==> src/rtl/mmio_uart_tx.sv <==
// Memory-mapped 8N1 serial transmitter with byte FIFO and polled status register.
// Define UART_TX_PARITY_EN to insert an even-parity bit between data and stop.
module mmio_uart_tx #(
    parameter logic [31:0] BASE_ADDR    = 32'h0000_0100,
    parameter int          CLKS_PER_BIT = 16,
    parameter int          FIFO_DEPTH   = 4
) (
    input  logic        clk,
    input  logic        reset,
    input  logic        MemWrite,
    input  logic [31:0] DataAdr,
    input  logic [31:0] WriteData,
    output logic [31:0] ReadData,
    output logic        tx,
    output logic        busy
);

    localparam int          PW        = $clog2(FIFO_DEPTH);
    localparam int          CW        = $clog2(CLKS_PER_BIT);
    localparam logic [31:0] STAT_ADDR = BASE_ADDR + 32'd4;
    localparam logic [CW-1:0] CNT_LOAD = CW'(CLKS_PER_BIT - 1);
    localparam logic [PW:0]   DEPTH_C  = (PW + 1)'(FIFO_DEPTH);

`ifdef UART_TX_PARITY_EN
    typedef enum logic [2:0] {
        S_IDLE, S_START, S_DATA, S_PARITY, S_STOP
    } state_t;
`else
    typedef enum logic [2:0] {
        S_IDLE, S_START, S_DATA, S_STOP
    } state_t;
`endif

    logic [7:0]    r_mem [FIFO_DEPTH];
    logic [PW-1:0] r_wptr;
    logic [PW-1:0] r_rptr;
    logic [PW:0]   r_count;
    logic          r_ovf;

    state_t        r_state;
    logic [CW-1:0] r_cnt;
    logic [2:0]    r_bit;
    logic [7:0]    r_shift;
    logic          r_tx;

    state_t        w_state_nxt;
    logic [CW-1:0] w_cnt_nxt;
    logic [2:0]    w_bit_nxt;
    logic [7:0]    w_shift_nxt;
    logic          w_tx_nxt;
    logic          w_pop;
    logic          w_last;

`ifdef UART_TX_PARITY_EN
    logic          r_par;
    logic          w_par_nxt;
`endif

    logic          w_wr_data;
    logic          w_wr_stat;
    logic          w_full;
    logic          w_empty;
    logic          w_push;
    logic          w_drop;
    logic [7:0]    w_head;
    logic          w_unused;

    assign w_wr_data = MemWrite && (DataAdr == BASE_ADDR);
    assign w_wr_stat = MemWrite && (DataAdr == STAT_ADDR) && WriteData[2];
    assign w_full    = (r_count == DEPTH_C);
    assign w_empty   = (r_count == '0);
    // A pop in the same cycle frees the slot, so a push to a full FIFO is kept.
    assign w_push    = w_wr_data && (!w_full || w_pop);
    assign w_drop    = w_wr_data && w_full && !w_pop;
    assign w_head    = r_mem[r_rptr];
    assign w_unused  = ^{WriteData[31:8], WriteData[1:0]};

    always_ff @(posedge clk or negedge reset) begin
        if (!reset) begin
            r_wptr  <= '0;
            r_rptr  <= '0;
            r_count <= '0;
            r_ovf   <= 1'b0;
        end else begin
            if (w_push) r_wptr <= r_wptr + 1'b1;
            if (w_pop)  r_rptr <= r_rptr + 1'b1;
            case ({w_push, w_pop})
                2'b10:   r_count <= r_count + 1'b1;
                2'b01:   r_count <= r_count - 1'b1;
                default: r_count <= r_count;
            endcase
            if (w_drop)
                r_ovf <= 1'b1;
            else if (w_wr_stat)
                r_ovf <= 1'b0;
        end
    end

    always_ff @(posedge clk) begin
        if (w_push) r_mem[r_wptr] <= WriteData[7:0];
    end

    always_ff @(posedge clk or negedge reset) begin
        if (!reset) begin
            r_state <= S_IDLE;
            r_cnt   <= '0;
            r_bit   <= '0;
            r_shift <= '0;
            r_tx    <= 1'b1;
        end else begin
            r_state <= w_state_nxt;
            r_cnt   <= w_cnt_nxt;
            r_bit   <= w_bit_nxt;
            r_shift <= w_shift_nxt;
            r_tx    <= w_tx_nxt;
        end
    end

`ifdef UART_TX_PARITY_EN
    always_ff @(posedge clk or negedge reset) begin
        if (!reset) r_par <= 1'b0;
        else        r_par <= w_par_nxt;
    end
`endif

    assign w_last = (r_cnt == '0);

    always_comb begin
        w_state_nxt = r_state;
        w_cnt_nxt   = r_cnt;
        w_bit_nxt   = r_bit;
        w_shift_nxt = r_shift;
        w_pop       = 1'b0;
`ifdef UART_TX_PARITY_EN
        w_par_nxt   = r_par;
`endif
        // Every bit state counts down and reloads for the following bit.
        if (r_state != S_IDLE)
            w_cnt_nxt = w_last ? CNT_LOAD : r_cnt - 1'b1;

        case (r_state)
            S_IDLE: begin
                if (!w_empty) begin
                    w_pop       = 1'b1;
                    w_state_nxt = S_START;
                    w_cnt_nxt   = CNT_LOAD;
                    w_bit_nxt   = '0;
                    w_shift_nxt = w_head;
`ifdef UART_TX_PARITY_EN
                    w_par_nxt   = ^w_head;
`endif
                end
            end
            S_START: begin
                if (w_last) w_state_nxt = S_DATA;
            end
            S_DATA: begin
                if (w_last) begin
                    if (r_bit == 3'd7) begin
`ifdef UART_TX_PARITY_EN
                        w_state_nxt = S_PARITY;
`else
                        w_state_nxt = S_STOP;
`endif
                    end else begin
                        w_shift_nxt = {1'b0, r_shift[7:1]};
                        w_bit_nxt   = r_bit + 1'b1;
                    end
                end
            end
`ifdef UART_TX_PARITY_EN
            S_PARITY: begin
                if (w_last) w_state_nxt = S_STOP;
            end
`endif
            S_STOP: begin
                if (w_last) begin
                    if (!w_empty) begin
                        w_pop       = 1'b1;
                        w_state_nxt = S_START;
                        w_bit_nxt   = '0;
                        w_shift_nxt = w_head;
`ifdef UART_TX_PARITY_EN
                        w_par_nxt   = ^w_head;
`endif
                    end else begin
                        w_state_nxt = S_IDLE;
                    end
                end
            end
            default: w_state_nxt = S_IDLE;
        endcase
    end

    // The line level is registered from the next state so tx only moves on edges.
    always_comb begin
        w_tx_nxt = 1'b1;
        case (w_state_nxt)
            S_START:  w_tx_nxt = 1'b0;
            S_DATA:   w_tx_nxt = w_shift_nxt[0];
`ifdef UART_TX_PARITY_EN
            S_PARITY: w_tx_nxt = w_par_nxt;
`endif
            default:  w_tx_nxt = 1'b1;
        endcase
    end

    assign tx       = r_tx;
    assign busy     = !w_empty || (r_state != S_IDLE);
    assign ReadData = (DataAdr == STAT_ADDR) ?
                      {29'b0, r_ovf, w_full, busy} : 32'b0;

endmodule

==> config.mk <==
export PLATFORM = sky130hd
export DESIGN_NAME = mmio_uart_tx
export DESIGN_NICKNAME = d
export VERILOG_FILES = /design/src/rtl/mmio_uart_tx.sv
export SDC_FILE = /design/constraint.sdc
export NUM_CORES = 1
export LEC_CHECK = 0
export ABC_CLOCK_PERIOD_IN_PS = 3200
export CORE_UTILIZATION = 63
export CTS_CLUSTER_DIAMETER = 60
export DETAILED_ROUTE_END_ITERATION = 8
export DONT_BUFFER_PORTS = 1
export MAX_ROUTING_LAYER = met4
export PLACE_DENSITY = 0.79
export SYNTH_ARGS = -nofsm -noshare
export SYNTH_HDL_FRONTEND = slang
export SYNTH_SLANG_ARGS = --single-unit
export TNS_END_PERCENT = 1
==> constraint.sdc <==
create_clock -name clk -period 3.2 [get_ports clk]
set_input_delay 0.16 -clock clk [delete_from_list [all_inputs] [get_ports clk]]
set_output_delay 0.16 -clock clk [all_outputs]
set_load 0.02 [all_outputs]
# After elaboration in Yosys (flattened, before gate mapping)
# Memories as Yosys holds them, arrays and structs flattened.
# Cells that the tools add are included.
word_totals:
  regBits: 27
  latchBits: 0
  ram_bits: 32
  rom_bits: 0
  inputBits: 67
  output_inout_bits: 34
  word_cells: 81
  mem_count: 1
op_classes:
  n_addsub: 6
  n_mul: 0
  div_mod_pow: 0
  n_lt_le_gt_ge: 0
  eq_ne: 14
  n_shift: 0
  mux: 31
  bitwise_logic: 0
  n_reduce_logical: 19
memory_table:
  columns: ["name", "words", "word_bits", "rd", "rd_clocked_by_memory_dff", "wr", "line", "rtl"]
  rows:
  - ["r_mem", 4, 8, 1, 0, 1, "34", "logic [7:0] r_mem [FIFO_DEPTH];"]
op_table:
  columns: ["cell", "n"]
  rows:
  - ["32-bit by 9-bit equality test with 1-bit output, second input constant", 2]
  - ["8-bit two-way mux", 4]
  - ["3-bit two-way mux", 10]
  - ["8-bit case mux with 3 select lines", 1]
  - ["4-bit two-way mux", 4]
  - ["3-bit case mux with 4 select lines", 1]
  - ["3-bit by 2-bit equality test with 1-bit output, second input constant", 3]
  - ["3-bit case mux with 3 select lines", 1]
  - ["1-bit two-way mux", 7]
  - ["3-bit by 1-bit adder with 3-bit output, second input constant", 2]
  - ["3-bit by 1-bit equality test with 1-bit output, second input constant", 2]
  - ["3-bit equality test, second input constant", 2]
  - ["1-bit logical AND", 6]
  - ["3-bit logical NOT", 2]
  - ["2-bit != test, second input constant", 3]
  - ["3-bit case mux with 2 select lines", 1]
  - ["3-bit nonzero test", 2]
  - ["2-bit by 1-bit adder with 2-bit output, second input constant", 2]
  - ["4-bit logical NOT", 1]
  - ["1-bit case mux with 2 select lines", 2]
  - ["4-bit AND reduction", 1]
  - ["2-bit nonzero test", 2]
  - ["4-bit by 1-bit subtractor with 4-bit output, second input constant", 1]
  - ["1-bit logical NOT", 3]
  - ["4 further kinds", 5]

# Depth between registers and ports, before layout
logic_depth:
  word_depth: 8
  depth_mapped: 11
  depth_no_buf: 11

# Worst setup path after synthesis
# Ideal clock, no wire load.
synth_path:
  kind: "register to register"
  from: "reg r_cnt[0]"
  to: "reg r_count[2]"
  setup_time_ns: 0.079
  arrival_ns: 2.350
  required_ns: 3.121
  path_slack_ns: 0.771
  stages_incl_launch_ff: 12
  path_buffers: 0
  period_less_slack_ns: 2.429
  path_cell_list: "dfrtp_1 > inv_1 > ha_1 > nor3b_4 > a21oi_2 > nor2_2 > ha_1 > inv_1 > fa_1 > xor2_1 > nor2_1 > xor2_1"
synth_between:
  elab_chain_cells: 7
  elab_cells_between_ends: 9
  classes_between: "2 x eq/ne; 3 x mux; 4 x reduce/logical"
synth_rtl:
  columns: ["item", "line", "rtl"]
  rows:
  - ["from (decl)", "41", "logic [CW-1:0] r_cnt;"]
  - ["from (signal assigned)", "112", "r_cnt <= w_cnt_nxt;"]
  - ["4-bit logical NOT *", "126", "assign w_last = (r_cnt == '0);"]
  - ["1-bit two-way mux *", "177", "if (w_last) begin"]
  - ["1-bit case mux with 2 select lines *", "141", "case (r_state)"]
  - ["via w_pop", "51", "logic w_pop;"]
  - ["1-bit logical OR", "73", "assign w_push = w_wr_data && (!w_full || w_pop);"]
  - ["1-bit logical AND", "73", null]
  - ["2-bit by 1-bit equality test with 1-bit output / 2-bit equality test (equally long branches)", "87", "case ({w_push, w_pop})"]
  - ["3-bit case mux with 2 select lines / 2-bit nonzero test (equally long branches)", null, null]
  - ["to (signal assigned)", "88", "2'b10: r_count <= r_count + 1'b1;"]
  - ["to (signal assigned)", "89", "2'b01: r_count <= r_count - 1'b1;"]
  - ["to (signal assigned)", "90", "default: r_count <= r_count;"]
  - ["to (decl)", "37", "logic [PW:0] r_count;"]
# Mark *: on every way through the listed nets, which the timed path passes. The rest lies on a longest branch.
# A chain may end at the register's enable or synchronous reset.

# Worst setup path after layout
layout_path:
  from: "reg r_cnt[0]"
  to: "reg r_count[2]"
layout_between:
  elab_chain_cells: 7
  elab_cells_between_ends: 9
  classes_between: "2 x eq/ne; 3 x mux; 4 x reduce/logical"
layout_rtl:
  columns: ["item", "line"]
  rows:
  - ["4-bit logical NOT *", "126"]
  - ["1-bit two-way mux *", "177"]
  - ["1-bit case mux with 2 select lines *", "141"]
  - ["1-bit logical OR", "73"]
  - ["1-bit logical AND", "73"]
  - ["2-bit by 1-bit equality test with 1-bit output / 2-bit equality test (equally long branches)", "87"]
  - ["3-bit case mux with 2 select lines / 2-bit nonzero test (equally long branches)", null]
# Every way passes the cells marked *; elsewhere a longest branch is shown, timed or not.

==> flow_summary.toml <==
[outcome]
outcome = "finished, violations left"
violations = "design-rule violations"

[routing]
vias_per_cell = 5.73
drtPass1Iterations = 9
via_count = 1800
initialDrtViolationCount = 100
finalWirelength_um = 5000
postRouteAntennaNets = 0
wl_per_cell_um = 15.9
remaining_drc_errors = 3

[global_route]
grt_pass1_vias = 1715
grt_pass1_wl_um = 7750
grt_antenna_before_repair = 0
grt_max_degree = 28
grt_usage_pct = 21.7
grt_overflow = 0

[critical_path]
required_ns = 3.46
cp.arrival_ns = 2.81
path_max_fanout = 7
path_class = "flip-flop to flip-flop"
worstSetupEndpointType = "flip-flop"
start_kind = "flip-flop"

[yosys]
synthTopCellsByArea = "edfxtp_1, dfrtp_1, buf_4"
synth.avg_cell_area_um2 = 12.9
yosysUniqueCellTypes = 55
ys_async_sr_fraction_pct = 45.8
netlist_instances = 234
synth-main-ff-cell = "edfxtp_1"
yosys.area.top_type = "edfxtp_1"
synth_edf_count = 32
yosys_warnings = 0
synth.ff_latch_count = 59
ys_seq_area_share_pct = 54.4
synth_top_area_share_pct = 31.9
synthesis.area_um2 = 3010

[timing]
skew_ns = 0.00815
setup_tns_ns = 0
hold_violations = 0
final-setup-viol-count = 0
relSlewSlack_pct = 63.0
fmax_mhz = 392
period_share_pct = 79.7
layout_setup_ws_ns = 0.650
tightest_slew_ns = 0.555
rsz0062_at_grt = "no"
finalCriticalPeriod_ns = 2.55
finalMaxSlewViolations = 0

[placed_design]
dp_hpwl_um = 3290
portBuffers = 0
place.gp.congestion = 0.799
place_ws_ns = 0.686
place_area_um2 = 2990

[clock_network]
cts_max_level = 3
clock_path_buffers = 2
root_buffer = "clkbuf_8"
cts.sinks = 59
cts_tree = "done"
clock_latency_ns = 0.34
post_cts_buffers = 0
clk_pin_slew_ns = 0.07
cts_made_buffers = 9

[finish]
drive_above_1_share_pct = 15.6
final_util_pct = 73.8
fin_area_um2 = 3300
nets = 333
diodes = 0
final_common_cell = "edfxtp_1"
layout_common_cells = "edfxtp_1, conb_1, dfrtp_1, inv_1, nand2_1"
syn_to_final_growth_pct = 9.63

[power]
ir_drop_v = 0.000439
combPwrFrac_pct = 23.1
switching_power_uw = 685
p_leak_nw = 1.30
power_mw = 2.24
p_seq_share_pct = 47.6
p_sw_share_pct = 30.6
pwr_density_cell_nw_per_um2 = 677
p_clk_share_pct = 29.2
p_int_mw = 1.55

[min_path]
hold_class = "input port to flip-flop"

[floorplanning]
fp-row-count = 24
floorplan.io_pins = 101
die_h_um = 71.2
start_util_pct = 67.3
dieArea_um2 = 5060
chipWidth_um = 71.2
core_um2 = 4470

[flow_run]
cap_viol_max_count = 0
logic make-up after synthesis:
kind of cell	count (synthesis)	synth area share, %
DFF	59	54.4
and+or+nand+nor	58	12.2
buffers and inverters	50	10.1
AOI/OAI and AO/OA	40	10.3
muxes	11	7.14
adders and majority gates	9	3.99
xor gates and xnor gates	6	1.74
other	1	0.124
state kept, by name (all words and copies together), names as in the netlist:
| register | cells |
|---|---|
| tx | 1 |
| r_cnt | 4 |
| r_mem | 32 |
| r_wptr | 2 |
| r_rptr | 2 |
| r_bit | 3 |
| r_ovf | 1 |
| r_count | 3 |
| r_state | 3 |
| r_shift | 8 |
area by class of cell:
cell class,instances,area [µm²]
Timing Repair Buffer,17,165
Multi-Input combinational cell,154,1180
Sequential cell,59,1640
Clock buffer,11,131
Clock inverter,5,63.8
Fill cell,285,1170
Tap cell,52,65.1
Inverter,16,60.1
per-stage QoR:
step | hold WS [ns] | cells
after floorplan | -0.136 | 263
after global placement | -0.135 | 287
after detailed placement | -0.135 | 287
after CTS | 0.0348 | 314
after global routing | 0.0502 | 314
final | 0.0494 | 314
critical path, cell delays in order (launching register included):
cell and delay, ns:
dfrtp_1 0.42, inv_1 0.06, ha_1 0.25, nor3b_4 0.20, a211oi_4 0.38, or2_1 0.16
ha_1 0.16, inv_1 0.06, fa_1 0.37, xor2_1 0.15, nor2_1 0.11, xor2_1 0.16
layer usage:
layer	vias up	part of all wire, %	global-route usage, %
met1	883	45	26.6
met5	-	0	-
met4	0	0.92	6.00
met3	7	5.1	9.54
li1	860	-	-
met2	50	49	33.0
path summary, 6_finish.rpt:
check / startpoint / slack (ns) / endpoint / depth (start not counted)
worst min register to register: r_bit[0] / 0.49 / r_bit[0] / 1
worst max-delay path: r_cnt[0] / 0.65 / r_count[2] / 11
worst max register to register: r_cnt[0] / 0.65 / r_count[2] / 11
max in group asynchronous: reset / 2.69 / tx / 2
min in group asynchronous: reset / 0.28 / r_ovf / 2
worst min-delay path: MemWrite / 0.05 / r_ovf / 2
power by group through the flow:
stage | clock network, mW | registers (mW) | logic [mW]
6_report | 0.654 | 1.07 | 0.517
2_1_floorplan | 0 | 1.00 | 0.492
3_5_place_dp | 0 | 1.08 | 0.487
3_3_place_gp | 0 | 1.08 | 0.477
4_1_cts | 0.669 | 1.07 | 0.514
5_1_grt | 0.696 | 1.09 | 0.570
synth_stat cells (all sizes together) (4+ instances only):
library cell / n
mux4: 8
o21ai: 9
nor3b: 6
nor4: 6
buf: 33
ha: 8
nand2: 13
inv: 16
dfrtp: 26
edfxtp: 32
nor2: 7
a221o: 6
a211oi: 7
a21oi: 5
xor2: 4
nor3: 4
repair_timing:
item | 4_1_cts | 5_1_grt
hold endpoints to repair | 60 | 0
hold buffers | 11 | 0
resized for setup | 0 | 0
Note: power is estimated with default switching activity, not from simulation.
